===== config.mk =====
export PLATFORM = sky130hd
export DESIGN_NAME = cam_line_pingpong_ctrl
export DESIGN_NICKNAME = d
export VERILOG_FILES = /design/src/rtl/cam_line_pingpong_ctrl.sv
export SDC_FILE = /design/constraint.sdc
export NUM_CORES = 1
export LEC_CHECK = 0
export ABC_AREA = 0
export CAP_MARGIN = 25
export CORE_ASPECT_RATIO = 1.25
export CORE_MARGIN = 1
export CORE_UTILIZATION = 57
export CTS_CLUSTER_DIAMETER = 150
export DETAILED_ROUTE_END_ITERATION = 12
export GPL_TIMING_DRIVEN = 0
export PLACE_DENSITY = 0.84
export SKIP_CTS_REPAIR_TIMING = 1
export SLEW_MARGIN = 15
export SYNTH_ARGS = -nofsm -noshare
export SYNTH_HDL_FRONTEND = slang
export SYNTH_SLANG_ARGS = --single-unit

===== constraint.sdc =====
create_clock -name CamPCLK -period 6.5 [get_ports CamPCLK]
set_input_delay 1.3 -clock CamPCLK [delete_from_list [all_inputs] [get_ports CamPCLK]]
set_output_delay 1.3 -clock CamPCLK [all_outputs]
set_load 0.1 [all_outputs]

===== src/rtl/cam_line_pingpong_ctrl.sv =====
// -----------------------------------------------------------------------------
// cam_line_pingpong_ctrl
//
// Capture-side controller for a parallel camera port. Samples CamVSYNC / HREF /
// PixData on CamPCLK, packs byte pairs into 16-bit RGB565 pixels and writes
// whole lines alternately into two line buffers (ping-pong). Tracks per-buffer
// ownership (FREE / FILLING / FULL) against the downstream consumer and issues
// buffer clear pulses when a buffer is released, abandoned or aborted.
//
// Ports
//   CamPCLK      in   camera pixel clock, all logic on its rising edge
//   reset        in   synchronous active-high reset
//   CamVSYNC     in   frame sync, high during vertical blank
//   HREF         in   line valid
//   PixData      in   camera byte (valid while HREF=1)
//   readDone     in   bit n: consumer finished with buffer n+1 (pulse)
//   pixOutput    out  packed pixel {first byte, second byte}
//   pixAddr      out  pixel index within the line for the current write
//   writeBuff1/2 out  write strobe to buffer 1 / 2
//   buffClear1/2 out  clear pulse to buffer 1 / 2
//   lineReady    out  pulse: a full line has been committed
//   lineBuf      out  committed buffer (0 = buffer 1, 1 = buffer 2)
//   lineNum      out  line index within the frame, valid with lineReady
//   frameStart   out  pulse on the CamVSYNC falling edge
//   overrun      out  sticky: a line was dropped (target buffer not free)
//   shortLine    out  sticky: a line ended before 2*LINE_PIXELS bytes
// -----------------------------------------------------------------------------
module cam_line_pingpong_ctrl #(
  parameter int LINE_PIXELS = 640,
  parameter int ADDR_W      = 10
) (
  input  logic              CamPCLK,
  input  logic              reset,
  input  logic              CamVSYNC,
  input  logic              HREF,
  input  logic [7:0]        PixData,
  input  logic [1:0]        readDone,
  output logic [15:0]       pixOutput,
  output logic [ADDR_W-1:0] pixAddr,
  output logic              writeBuff1,
  output logic              writeBuff2,
  output logic              buffClear1,
  output logic              buffClear2,
  output logic              lineReady,
  output logic              lineBuf,
  output logic [8:0]        lineNum,
  output logic              frameStart,
  output logic              overrun,
  output logic              shortLine
);

  // Byte counter needs to hold the value 2*LINE_PIXELS itself (it saturates
  // there), which can be 2^(ADDR_W+1).
  localparam int                CNT_W      = ADDR_W + 2;
  localparam logic [CNT_W-1:0]  LINE_BYTES = CNT_W'(2 * LINE_PIXELS);

  typedef enum logic [1:0] {S_SYNC, S_WAIT_LINE, S_CAPTURE, S_DROP} state_e;
  typedef enum logic [1:0] {B_FREE, B_FILLING, B_FULL} bstate_e;

  state_e            state_q, state_d;
  bstate_e           bstate_q [2];
  bstate_e           bstate_d [2];
  logic              vsync_q, vsync_d;
  logic              href_q, href_d;
  logic              next_buf_q, next_buf_d;
  logic              cur_buf_q, cur_buf_d;
  logic [CNT_W-1:0]  byte_cnt_q, byte_cnt_d;
  logic [7:0]        hi_q, hi_d;
  logic [8:0]        line_cnt_q, line_cnt_d;
  logic [15:0]       pix_out_q, pix_out_d;
  logic [ADDR_W-1:0] pix_addr_q, pix_addr_d;
  logic [1:0]        wr_q, wr_d;
  logic [1:0]        clr_q, clr_d;
  logic              line_ready_q, line_ready_d;
  logic              line_buf_q, line_buf_d;
  logic [8:0]        line_num_q, line_num_d;
  logic              frame_start_q, frame_start_d;
  logic              overrun_q, overrun_d;
  logic              short_line_q, short_line_d;

  logic vsync_rise, vsync_fall, href_rise, href_fall;
  logic [8:0] line_cnt_inc;

  assign vsync_rise   = CamVSYNC & ~vsync_q;
  assign vsync_fall   = ~CamVSYNC & vsync_q;
  assign href_rise    = HREF & ~href_q;
  assign href_fall    = ~HREF & href_q;
  assign line_cnt_inc = (line_cnt_q == 9'd511) ? line_cnt_q : line_cnt_q + 9'd1;

  always_comb begin
    // NOTE: every signal assigned here gets a default first so no path leaves
    // it unassigned, which would infer a latch.
    state_d       = state_q;
    bstate_d      = bstate_q;
    vsync_d       = CamVSYNC;
    href_d        = HREF;
    next_buf_d    = next_buf_q;
    cur_buf_d     = cur_buf_q;
    byte_cnt_d    = byte_cnt_q;
    hi_d          = hi_q;
    line_cnt_d    = line_cnt_q;
    pix_out_d     = pix_out_q;
    pix_addr_d    = pix_addr_q;
    wr_d          = 2'b00;
    clr_d         = 2'b00;
    line_ready_d  = 1'b0;
    line_buf_d    = line_buf_q;
    line_num_d    = line_num_q;
    frame_start_d = 1'b0;
    overrun_d     = overrun_q;
    short_line_d  = short_line_q;

    // Consumer releases are applied first so that a release arriving with the
    // HREF rise is already visible to the buffer-availability test below.
    for (int i = 0; i < 2; i++) begin
      if (readDone[i] && bstate_q[i] == B_FULL) begin
        bstate_d[i] = B_FREE;
        clr_d[i]    = 1'b1;
      end
    end

    case (state_q)
      S_SYNC: ;

      S_WAIT_LINE: begin
        if (href_rise) begin
          if (bstate_d[next_buf_q] == B_FREE) begin
            bstate_d[next_buf_q] = B_FILLING;
            cur_buf_d            = next_buf_q;
            hi_d                 = PixData;   // the rise cycle carries byte 0
            byte_cnt_d           = CNT_W'(1);
            state_d              = S_CAPTURE;
          end else begin
            overrun_d = 1'b1;
            state_d   = S_DROP;
          end
        end
      end

      S_CAPTURE: begin
        if (vsync_rise) begin
          // Frame abort: the partial line is discarded. No write is issued in
          // this cycle so the clear never coincides with a strobe.
          bstate_d[cur_buf_q] = B_FREE;
          clr_d[cur_buf_q]    = 1'b1;
          state_d             = S_WAIT_LINE;
        end else if (HREF) begin
          if (!byte_cnt_q[0]) begin
            hi_d = PixData;
          end else if (byte_cnt_q < LINE_BYTES) begin
            wr_d[cur_buf_q] = 1'b1;
            pix_out_d       = {hi_q, PixData};
            pix_addr_d      = byte_cnt_q[ADDR_W:1];
          end
          if (byte_cnt_q != LINE_BYTES) byte_cnt_d = byte_cnt_q + CNT_W'(1);
        end else if (href_fall) begin
          if (byte_cnt_q >= LINE_BYTES) begin
            bstate_d[cur_buf_q] = B_FULL;
            line_ready_d        = 1'b1;
            line_buf_d          = cur_buf_q;
            line_num_d          = line_cnt_q;
            next_buf_d          = ~next_buf_q;
          end else begin
            // Short line: give the buffer back and retry the same buffer.
            short_line_d        = 1'b1;
            bstate_d[cur_buf_q] = B_FREE;
            clr_d[cur_buf_q]    = 1'b1;
          end
          line_cnt_d = line_cnt_inc;
          state_d    = S_WAIT_LINE;
        end
      end

      S_DROP: begin
        if (vsync_rise) begin
          state_d = S_WAIT_LINE;
        end else if (href_fall) begin
          // Keep the ping-pong phase aligned with the line count.
          line_cnt_d = line_cnt_inc;
          next_buf_d = ~next_buf_q;
          state_d    = S_WAIT_LINE;
        end
      end

      default: state_d = S_SYNC;
    endcase

    // New frame: restart numbering and the ping-pong sequence at buffer 1.
    if (vsync_fall) begin
      frame_start_d = 1'b1;
      line_cnt_d    = 9'd0;
      next_buf_d    = 1'b0;
      if (state_q == S_SYNC) state_d = S_WAIT_LINE;
    end
  end

  always_ff @(posedge CamPCLK) begin
    // NOTE: sequential state uses non-blocking assignments so every flop
    // samples the pre-edge values regardless of statement order.
    if (reset) begin
      state_q       <= S_SYNC;
      bstate_q[0]   <= B_FREE;
      bstate_q[1]   <= B_FREE;
      vsync_q       <= 1'b0;
      href_q        <= 1'b0;
      next_buf_q    <= 1'b0;
      cur_buf_q     <= 1'b0;
      byte_cnt_q    <= '0;
      hi_q          <= 8'd0;
      line_cnt_q    <= 9'd0;
      pix_out_q     <= 16'd0;
      pix_addr_q    <= '0;
      wr_q          <= 2'b00;
      clr_q         <= 2'b00;
      line_ready_q  <= 1'b0;
      line_buf_q    <= 1'b0;
      line_num_q    <= 9'd0;
      frame_start_q <= 1'b0;
      overrun_q     <= 1'b0;
      short_line_q  <= 1'b0;
    end else begin
      state_q       <= state_d;
      bstate_q      <= bstate_d;
      vsync_q       <= vsync_d;
      href_q        <= href_d;
      next_buf_q    <= next_buf_d;
      cur_buf_q     <= cur_buf_d;
      byte_cnt_q    <= byte_cnt_d;
      hi_q          <= hi_d;
      line_cnt_q    <= line_cnt_d;
      pix_out_q     <= pix_out_d;
      pix_addr_q    <= pix_addr_d;
      wr_q          <= wr_d;
      clr_q         <= clr_d;
      line_ready_q  <= line_ready_d;
      line_buf_q    <= line_buf_d;
      line_num_q    <= line_num_d;
      frame_start_q <= frame_start_d;
      overrun_q     <= overrun_d;
      short_line_q  <= short_line_d;
    end
  end

  assign pixOutput  = pix_out_q;
  assign pixAddr    = pix_addr_q;
  assign writeBuff1 = wr_q[0];
  assign writeBuff2 = wr_q[1];
  assign buffClear1 = clr_q[0];
  assign buffClear2 = clr_q[1];
  assign lineReady  = line_ready_q;
  assign lineBuf    = line_buf_q;
  assign lineNum    = line_num_q;
  assign frameStart = frame_start_q;
  assign overrun    = overrun_q;
  assign shortLine  = short_line_q;

endmodule


=== After elaboration in Yosys (flattened, before gate mapping) ===
Cells that the tools add are included.

* Register bits after elaboration: 83
* Output and inout port bits: 44

* $add $sub $neg: 2
* $lt $le $gt $ge: 8
* Equality and inequality tests: 18
* Mux-type cells: 61
* Bitwise gates (word level): 27
* Reduce and logical (&&, ||, !) cells: 21

{| class="wikitable"
|+ Operator list
! kind !! number
|-
| 2-to-1 mux 12 bit || 5
|-
| 2-to-1 mux 9 bit || 5
|-
| 2-to-1 mux 8 bit || 5
|-
| 2-to-1 mux 2 bit || 19
|-
| 2-to-1 mux 4 bit || 6
|-
| one-hot mux 12 bit (2 select lines) || 1
|-
| inequality test 2 bit (second input constant) || 11
|-
| one-hot mux 9 bit (2 select lines) || 1
|-
| one-hot mux 8 bit (2 select lines) || 1
|-
| AND reduction 5 bit || 3
|-
| adder 12 x 1 -> 12 bit (second input constant) || 1
|-
| greater-or-equal comparator 12 x 11 -> 1 bit (second input constant) || 1
|-
| less-than comparator 12 x 11 -> 1 bit (second input constant) || 1
|-
| 2-to-1 mux 1 bit || 12
|-
| inequality test 12 x 11 -> 1 bit (second input constant) || 1
|-
| NOT 1 bit || 12
|-
| AND reduction 6 bit || 2
|-
| adder 9 x 1 -> 9 bit (second input constant) || 1
|-
| == test 9 bit (second input constant) || 1
|-
| == test 2 bit (second input constant) || 4
|-
| one-hot mux 4 bit (2 select lines) || 1
|-
| AND reduction 7 bit || 1
|-
| OR 2 bit || 3
|-
| one-hot mux 2 bit (3 select lines) || 1
|-
| 22 further kinds || 38
|}

=== Depth between registers and ports, before layout ===
* Word-level depth: 12
* Gate-level depth with buffers: 8

=== Least setup slack after synthesis ===
No wires, ideal clock.

* Kind: input to register
* Start point: input port readDone[0]
* End point: register byte_cnt_q[10]
* Library setup time: 0.070 ns
* Arrival time: 2.695 ns
* Required time: 6.430 ns
* Setup slack: 3.735 ns
* Stages: 6
* Cell sequence: nor2b_4 > o32a_1 > a211o_1 > buf_6 > or4_1 > a21oi_1

* Cells in the longest elaborated chain, start to end: 8

{| class="wikitable"
|+ Ends and longest elaborated chain
! element !! RTL line !! text
|-
| start, declared || 37 || <nowiki>input logic [1:0] readDone,</nowiki>
|-
| logical AND 1 bit || 116 || <nowiki>if (readDone[i] && bstate_q[i] == B_FULL) begin</nowiki>
|-
| 2-to-1 mux 2 bit || 116 ||
|-
| 2-to-1 mux 2 bit (not written as such) (3 in a row) || 127 || <nowiki>if (bstate_d[next_buf_q] == B_FREE) begin</nowiki>
|-
| zero test 2 bit || 127 ||
|-
| inequality test 2 bit (no source line) || - ||
|-
| AND reduction 6 bit (no source line) || - ||
|-
| end signal, assigned || 228 || <nowiki>byte_cnt_q <= byte_cnt_d;</nowiki>
|-
| end, declared || 67 || <nowiki>logic [CNT_W-1:0] byte_cnt_q, byte_cnt_d;</nowiki>
|}

Every way passes these cells. The select of a mux whose other input is x is not followed.
A chain may end at the register's enable or synchronous reset.

=== Worst setup path after layout ===
* Start point: register pix_out_q[6] (netlist: pixOutput[6])
* End point: output port pixOutput[6]

{| class="wikitable"
|+ RTL lines
! element !! RTL line !! text
|-
| start, declared || 70 || <nowiki>logic [15:0] pix_out_q, pix_out_d;</nowiki>
|-
| start signal, assigned || 231 || <nowiki>pix_out_q <= pix_out_d;</nowiki>
|-
| end, declared || 38 || <nowiki>output logic [15:0] pixOutput,</nowiki>
|}

No word-level cell between the ends.

==> metrics.md <==
| Metric | Value |
|---|---|
| Hold path depth | 2 |
| Largest family of logic cells by synthesized area | simple AND/OR/NAND/NOR gates |
| Min-Delay Path Class | reg -> reg |
| Setup violators final | 0 |
| Worst hold endpoint | pixAddr[4] |
| CP Launch Type | flop |
| Initial DRT Pass Iterations | 5 |
| Worst hold slack | 0.457 ns |
| Crit path buf inv count | 1 |
| Worst reg2reg path endpoint | line_cnt_q[7] |
| Share of layout cells above drive strength 1 | 0.0511 |
| Reg power frac | 0.510 |
| Congestion Overflow GR | 0 |
| Cell variety after synth | 48 |
| Clock Latency Late Sink | 0.35 ns |
| Reg2reg setup slack | 3.96 ns |
| Avg Cell Area, Syn | 8.49 sq um |
| CTS max path bufs | 2 |
| Via count | 3111 |
| Initial antenna violation count | 0 |
| Die height | 90.1 um |
| CP delay by family, top | buffers and inverters |
| Initial DRC count | 223 |
| Cell Int Power | 0.772 mW |
| Clock sink count | 83 |
| WP depth | 1 |
| Final net count | 506 |
| H-tree Lvls | 3 |
| Comb pwr share | 0.077 |
| CTS tree | done |
| Switching portion of total power | 0.242 |
| Starting density of the core | 0.601 |
| Vias per Instance | 5.45 |
| Warnings, synthesis | 0 |
| Static leakage | 1.61 nW |
| Setup_tns | 0 ns |
| Pwr Density | 230 nW/um^2 |
| Critical path's slowest cell | clkdlybuf4s50_1 |
| Diodes inserted | 0 |
| Mapped Cells | 417 |
| FF+latch count, synth | 83 |
| Core ar. | 5900 sq um |
| Hold wc startpoint | pixAddr[4] |
| Port-buffer cells | 56 |
| CP Capture Type | output pin |
| CP Class | reg -> out |
| Slowest cell delay on critical path | 1.15 ns |
| First-pass GRT wire length | 13700 um |
| Clock share of power | 0.414 |
| Most common cell after layout, fill and taps aside | nand2_1 |
| Placed instance count | 555 |
| Post-Route WL | 8200 um |
| Post-synth top flop | dfxtp_1 |
| Vias in the first global route | 2989 |
| Drt drc | 0 |
| Worst r2r src | line_cnt_q[0] |
| Layout Skew | 0.0116 ns |
| Synthesized cell area | 3540 sq um |
| Number of synthesized flops with an enable pin | 0 |
| Max Transition Viols Final | 0 |
| Area leader, netlist | dfxtp_1 |
| Synth top area share | 0.469 |
| Die boundary width | 72.5 um |
| Post-DRT Antenna Nets | 0 |
| Hpwl dp | 6010 um |
| Syn nets | 439 |
| Sequential area share after synthesis | 0.469 |
| Post-Synth Adder-Cell Area | 0.0283 |
| Status | complete, no violations |
| Crit Path Max Fanout | 2 |
| Most frequent cells in the layout | nand2_1 (92), dfxtp_1 (83), clkdlybuf4s50_1 (56), nor2_1 (41), a21oi_1 (33) |
| Synth top area cells | dfxtp_1 (47%), nand2_1 (9.8%), mux2i_1 (5.7%), a21oi_1 (4.7%), nor2_1 (4.3%) |
| Post-Synth Simple-Gate Area | 0.241 |
| Post-synthesis xor/xnor area fraction | 0.0346 |
| Max-capacitance violation count | 0 |
| GPL Wtd Cong | 0.895 |
| CTS Root Cell | clkbuf_8 |
| Critical path cell sequence | clkdlybuf4s50_1 |
| Final Power | 1.02 mW |
| Layout Cells excl Fill | 571 |
| Post-synthesis compound-gate area fraction | 0.133 |
| Gr usage total | 0.271 |
| Relative slew slack | 0.343 |
| Maximum vdd drop | 246 uV |
| Worst setup startpoint | pixOutput[6] |
| Utilization after layout | 0.752 |
| Largest net degree at the start of global routing | 16 |
| Worst EP required | 5.20 ns |
| Slew @ Worst Pin | 0.983 ns |
| DR WL/cell | 14.4 um |
| TritonCTS Buffers | 9 |
| Crit path DAT | 1.86 ns |
| Site row count | 31 |
| Mux cell area share after synthesis | 0.0565 |
| Worst r2r path cells | 8 |
| Syn-to-layout area delta | 25.3% |
| Synth async-reset ratio | 0 |
| Die ar. | 6530 sq um |
| Max Clk Rate | 316 MHz |
| Final worst path period share | 0.487 |
| Hold Fails Final Rpt | 0 |
| Clock edge transition at the registers on the reported setup and hold paths | 0.08 ns |
| RSZ-0062 raised after global routing | false |
| Period minus WS final | 3.16 ns |
| P_sw | 0.247 mW |
| IO Count | 58 |
==> power groups by stage <==
stage                     Sequential [mW]  Clock [mW]  Combinational, mW
after floorplan                     0.531           0             0.0499
after global placement              0.531           0             0.0752
after detailed placement            0.531           0             0.0763
after CTS                           0.519       0.424             0.0772
after global routing                0.520       0.444             0.0854
final                               0.519       0.421             0.0782
==> cell usage after synthesis (3+ instances only) <==
cell	n
nor2_1	41
nand3_1	10
nand2_1	92
a2111oi_0	3
nor3_1	7
or4_1	3
o21ai_0	6
nand4_1	5
a211oi_1	5
inv_1	11
ha_1	8
dfxtp_1	83
xor2_1	6
mux2i_1	20
and3_1	8
xnor2_1	8
buf_2	3
nor2b_1	8
clkbuf_1	16
a21oi_1	33
o211ai_1	3
nand2b_1	6
==> worst max path at each step <==
stage | end | slack, ns
after detailed placement | line_cnt_q[7] | 3.04
final | pixOutput[6] | 3.34
after global routing | line_cnt_q[7] | 3.22
after CTS | pixOutput[6] | 3.34
after floorplan | byte_cnt_q[10] | 3.74
after global placement | byte_cnt_q[9] | 3.02
==> kinds of logic (layout without fill, tap and decap cells) <==
family	count (synthesis)	in the layout
fa+ha+maj	8	8
mux	20	20
flops	83	83
simple gates	189	189
buf+inv	32	104
xor+xnor	14	14
compound gates	71	71
==> state kept, by name, summed over array words and instances (netlist names), 2 cells and up <==
| signal | flops |
|---|---|
| pixOutput | 16 |
| lineNum | 9 |
| bstate_q | 4 |
| wr_q | 2 |
| pixAddr | 10 |
| clr_q | 2 |
| hi_q | 8 |
| line_cnt_q | 9 |
| state_q | 2 |
| byte_cnt_q | 12 |
==> through the flow <==
step	worst slack, ns	instance area (sq um)
global route	3.22	4440
floorplan	3.74	3540
finish	3.34	4440
CTS	3.34	4440
global placement	3.02	4200
detailed placement	3.04	4200
==> per-layer routing <==
layer | routed length (um) | track usage
met4 | 219 | 0.142
met5 | 0 | 0
met1 | 3490 | 0.314
met2 | 4160 | 0.460
met3 | 324 | 0.0538
==> area by class of cell <==
class / count / area (sq um)
Buffer: 20 / 86.3
Clock buffer: 10 / 138
Clock inverter: 6 / 93.8
Fill cell: 475 / 1460
Inverter: 12 / 45.0
Multi-Input combinational cell: 302 / 1750
Sequential cell: 83 / 1660
Tap cell: 82 / 103
Timing Repair Buffer: 56 / 561
No activity file was read; power rests on OpenSTA's default activity.
